### config.mk
export PLATFORM = sky130hd
export DESIGN_NAME = pipe_skid_stage
export DESIGN_NICKNAME = d
export VERILOG_FILES = /design/src/rtl/pipe_skid_stage.sv
export SDC_FILE = /design/constraint.sdc
export NUM_CORES = 1
export LEC_CHECK = 0
export CAP_MARGIN = 25
export CELL_PAD_IN_SITES_DETAIL_PLACEMENT = 0
export CELL_PAD_IN_SITES_GLOBAL_PLACEMENT = 2
export CORE_MARGIN = 4
export CORE_UTILIZATION = 30
export CTS_CLUSTER_DIAMETER = 120
export DETAILED_ROUTE_END_ITERATION = 7
export PLACE_DENSITY_LB_ADDON = 0.1
export SETUP_SLACK_MARGIN = 0.4
export SLEW_MARGIN = 25
export SYNTH_ARGS = -nofsm -noshare
export SYNTH_HDL_FRONTEND = slang
export SYNTH_SLANG_ARGS = --single-unit
### constraint.sdc
create_clock -name clk -period 31.4 [get_ports clk]
set_input_delay 4.71 -clock clk [delete_from_list [all_inputs] [get_ports clk]]
set_output_delay 4.71 -clock clk [all_outputs]
set_load 0.05 [all_outputs]
### src/rtl/pipe_skid_stage.sv
// Two-entry pipeline register with a skid buffer: a main register that drives
// the outputs and a skid register that catches the one beat still in flight
// when downstream stalls. in_ready comes straight from a flop, so the upstream
// handshake never sees a combinational path from out_ready.
module pipe_skid_stage #(
    parameter int CTRL_W     = 9,
    parameter int DATA_W     = 160,
    parameter bit FLUSH_DATA = 1'b1
) (
    input  logic              clk,
    input  logic              rst,
    input  logic              flush,
    input  logic              in_valid,
    output logic              in_ready,
    input  logic [CTRL_W-1:0] in_ctrl,
    input  logic [DATA_W-1:0] in_data,
    output logic              out_valid,
    input  logic              out_ready,
    output logic [CTRL_W-1:0] out_ctrl,
    output logic [DATA_W-1:0] out_data,
    output logic [1:0]        occupancy
);

    // EMPTY: nothing held, ONE: main only, FULL: main plus skid
    typedef enum logic [1:0] {
        EMPTY = 2'd0,
        ONE   = 2'd1,
        FULL  = 2'd2
    } state_e;

    state_e            state_q, state_d;
    logic [CTRL_W-1:0] mainCtrl_q, mainCtrl_d;
    logic [DATA_W-1:0] mainData_q, mainData_d;
    logic [CTRL_W-1:0] skidCtrl_q, skidCtrl_d;
    logic [DATA_W-1:0] skidData_q, skidData_d;
    logic              inReady_q, inReady_d;
    logic [1:0]        occupancy_q, occupancy_d;

    logic              accept;
    logic              xferOut;

    // A flush squashes the incoming beat, so it never counts as accepted
    assign accept  = in_valid && inReady_q && !flush;
    assign xferOut = (state_q != EMPTY) && out_ready;

    assign in_ready  = inReady_q;
    assign out_valid = (state_q != EMPTY);
    assign out_ctrl  = mainCtrl_q;
    assign out_data  = mainData_q;
    assign occupancy = occupancy_q;

    // Next-state logic: flush wins, otherwise move beats between input, skid and main
    always_comb begin
        state_d    = state_q;
        mainCtrl_d = mainCtrl_q;
        mainData_d = mainData_q;
        skidCtrl_d = skidCtrl_q;
        skidData_d = skidData_q;

        if (flush) begin
            state_d    = EMPTY;
            mainCtrl_d = '0;
            skidCtrl_d = '0;
            skidData_d = '0;
            if (FLUSH_DATA) begin
                mainData_d = '0;
            end
        end else begin
            case (state_q)
                EMPTY: begin
                    if (accept) begin
                        mainCtrl_d = in_ctrl;
                        mainData_d = in_data;
                        state_d    = ONE;
                    end
                end
                ONE: begin
                    if (accept && xferOut) begin
                        mainCtrl_d = in_ctrl;
                        mainData_d = in_data;
                    end else if (accept) begin
                        skidCtrl_d = in_ctrl;
                        skidData_d = in_data;
                        state_d    = FULL;
                    end else if (xferOut) begin
                        mainCtrl_d = '0;
                        mainData_d = '0;
                        state_d    = EMPTY;
                    end
                end
                FULL: begin
                    if (xferOut) begin
                        mainCtrl_d = skidCtrl_q;
                        mainData_d = skidData_q;
                        skidCtrl_d = '0;
                        skidData_d = '0;
                        state_d    = ONE;
                    end
                end
                default: begin
                    state_d    = EMPTY;
                    mainCtrl_d = '0;
                    mainData_d = '0;
                    skidCtrl_d = '0;
                    skidData_d = '0;
                end
            endcase
        end

        inReady_d = (state_d != FULL);
        case (state_d)
            ONE:     occupancy_d = 2'd1;
            FULL:    occupancy_d = 2'd2;
            default: occupancy_d = 2'd0;
        endcase
    end

    // State and payload registers, cleared immediately by reset
    always_ff @(posedge clk or posedge rst) begin
        if (rst) begin
            state_q     <= EMPTY;
            mainCtrl_q  <= '0;
            mainData_q  <= '0;
            skidCtrl_q  <= '0;
            skidData_q  <= '0;
            inReady_q   <= 1'b1;
            occupancy_q <= 2'd0;
        end else begin
            state_q     <= state_d;
            mainCtrl_q  <= mainCtrl_d;
            mainData_q  <= mainData_d;
            skidCtrl_q  <= skidCtrl_d;
            skidData_q  <= skidData_d;
            inReady_q   <= inReady_d;
            occupancy_q <= occupancy_d;
        end
    end

endmodule

==> flow_metrics.py <==
metrics = {
    "global_routing": {
        "grt.overflow.total": 0,
        "gr-usage-met1": 0.256,
        "antenna_found_initial": 13,
        "track_usage": 0.184,
        "grt_pass1_wl_um": 92200,
        "met3_usage": 0.0449,
        "use_met2": 0.290,
        "grt_max_degree": 199,
        "top_usage_layer": "met2",
        "grt_pass1_vias": 14200,
    },
    "clocking": {
        "cts_tree": "built",
        "clkTransAtPathRegs_ns": 0.05,
        "clk_path_buf_depth": 3,
        "insertion_delay_ns": 0.56,
        "post-cts-setup-buffer-count": 0,
        "ctsHoldBuffers": 0,
        "root_buffer": "clkbuf_16",
        "cts_resized": 0,
        "clkSinkCount": 343,
        "h-tree-depth": 2,
        "cts_buffers": 45,
    },
    "floorplanning": {
        "die_h_um": 252,
        "core_um2": 59100,
        "start_util": 0.303,
        "rows": 89,
        "die_width_um": 252,
        "dieArea_um2": 63700,
        "ios": 347,
    },
    "job": {
        "maxCapViolCount": 0,
    },
    "timing": {
        "min_period_over_period": 0.241,
        "rsz0062_at_grt": "no",
        "fmax_mhz": 132,
        "worst-slew-pin-transition_ns": 1.12,
        "setup-violations-final": 0,
        "max-slew-margin-rel": 0.254,
        "setup_tns_ns": 0,
        "slew_violations": 0,
        "hold_viol": 0,
        "clock_skew_ns": 0.0129,
        "min_period_ns": 7.57,
    },
    "yosys": {
        "netlist_instances": 1695,
        "synth_area_um2": 17900,
        "synth_area_per_cell_um2": 10.6,
        "yosysWarnings": 0,
        "yosysSeqAreaShare": 0.479,
        "syn_nets": 1869,
        "ys_seq_elements": 343,
        "yosysUniqueCellTypes": 31,
    },
    "final_layout": {
        "final_cell_mix": "clkdlybuf4s50_1, dfrtp_1, a21oi_1, nor2_1, mux2i_1",
        "postLayoutCellArea_um2": 23000,
        "multi_input_area_um2": 8390,
        "nFillCells": 5822,
        "layout-drive-gt1-share": 0.117,
        "layout.nets": 2116,
        "seq_area_um2": 8590,
        "areaGrowthSynthToFinish_pct": 28.2,
        "layout_commonest_cell": "clkdlybuf4s50_1",
    },
    "drt": {
        "first_pass_iters": 5,
        "drtIter0Drc": 799,
        "post_drt_wl_per_cell_um": 22.0,
        "postRouteAntennaNets": 0,
        "wl_um": 60300,
        "vias": 14000,
        "drc": 0,
        "vias_per_cell": 5.10,
    },
    "worst_setup_path": {
        "crit_type": "input pin to flop",
        "cp.arrival_ns": 8.05,
        "critPathLaunchType": "input pin",
        "critPathCaptureType": "flop",
        "r2r_slack_ns": 27.48,
        "critPathRequiredTime_ns": 31.88,
        "crit_fanout": 51,
    },
    "placement": {
        "place_area_um2": 21600,
        "io_buffers": 346,
        "post-dp-hpwl_um": 34400,
        "routabilityCongestion": 0.701,
    },
    "power": {
        "p_leak_nw": 8.93,
        "irDropWorstVdd_mv": 0.0309,
        "p_per_area_nw_per_um2": 52.9,
    },
    "hold_path": {
        "hold_class": "flop to flop",
    },
    "status": {
        "status": "complete, no violations",
    },
}
## where the power goes
group	switching [mW]	total, mW	internal [mW]
Clock	0.196	0.481	0.285
Combinational	0.166	0.252	0.0857
Sequential	0.0202	0.484	0.464
Total	0.382	1.22	0.835
## registers in the layout (all words and copies together) (netlist names)
name        count
skidData_q    160
out_ctrl        9
skidCtrl_q      9
state_q         2
occupancy       2
in_ready        1
out_data      160
## layout make-up
type,count,area share
antenna,8,0.000871
clock buffer,68,0.0558
clock inverter,2,0.00152
inverter,3,0.000817
multi-input combinational,1179,0.365
sequential,343,0.374
tap,773,0.0421
timing repair buffer,370,0.160
## kinds of logic after synthesis
group / after synthesis / share of synthesized area
AND/OR/NAND/NOR: 494 / 0.150
multiplexers: 169 / 0.0944
flip-flops: 343 / 0.479
AO/OA/AOI/OAI: 516 / 0.222
buffers and inverters: 173 / 0.0551
## per-layer routing
layer | vias up | routed length (um) | part of all wire
li1 | 6591 | - | -
met1 | 7038 | 28100 | 0.47
met2 | 290 | 27700 | 0.46
met3 | 79 | 3310 | 0.055
met4 | 12 | 1070 | 0.018
met5 | - | 89 | 0.0015
## synth_stat cells
master | instances | area share
a21o_1 | 3 | 0.0013
nor3b_2 | 30 | 0.021
nand2_1 | 2 | 0.00042
nor2_1 | 170 | 0.036
nand3b_1 | 2 | 0.00084
inv_1 | 3 | 0.00063
mux2i_1 | 169 | 0.094
and3b_1 | 1 | 0.00049
nor3_1 | 1 | 0.00028
or2_2 | 2 | 0.00070
o2bb2ai_1 | 69 | 0.034
nand3_1 | 140 | 0.039
o22a_2 | 1 | 0.00056
dfrtp_1 | 342 | 0.48
a31o_2 | 8 | 0.0039
a22oi_1 | 1 | 0.00042
buf_4 | 2 | 0.00084
clkbuf_1 | 62 | 0.013
buf_2 | 67 | 0.019
o21ai_0 | 10 | 0.0028
dfstp_2 | 1 | 0.0015
o21ai_1 | 129 | 0.036
nand3b_4 | 1 | 0.0011
o2bb2ai_2 | 100 | 0.084
a211o_1 | 1 | 0.00049
nand2b_1 | 142 | 0.050
a21oi_1 | 172 | 0.048
nor2_2 | 3 | 0.0010
a31o_1 | 22 | 0.011
buf_6 | 33 | 0.021
buf_1 | 6 | 0.0013
## final timing paths
path	endpoint	cells past startpoint	startpoint
max in group asynchronous	out_data[15]	4	rst
max	out_data[108]	7	out_ready
max reg2reg	out_data[108]	6	state_q[1]
min in group asynchronous	out_data[97]	2	rst
min reg2reg	out_data[98]	1	out_data[98]
min	out_data[98]	1	out_data[98]
## critical path, cell delays in order
cell and delay, ns:
clkdlybuf4s50_1 0.58, a21oi_1 0.20, a22oi_1 0.14, nor2_4 0.72
buf_4 0.76, buf_4 0.65, o2bb2ai_1 0.19
## stage by stage
step / power [mW] / util / hold slack [ns] / setup WS (ns) / cells
after floorplan: 0.650 / - / 0.505 / 17.18 / 1695
after global placement: 0.747 / 0.366 / 0.471 / 23.28 / 2668
final: 1.22 / 0.389 / 0.484 / 23.83 / 2746
after detailed placement: 0.747 / 0.366 / 0.473 / 23.24 / 2668
after CTS: 1.24 / 0.388 / 0.491 / 23.85 / 2738
after global routing: 1.27 / 0.388 / 0.495 / 23.65 / 2741
(Power assumes the default switching activity.)
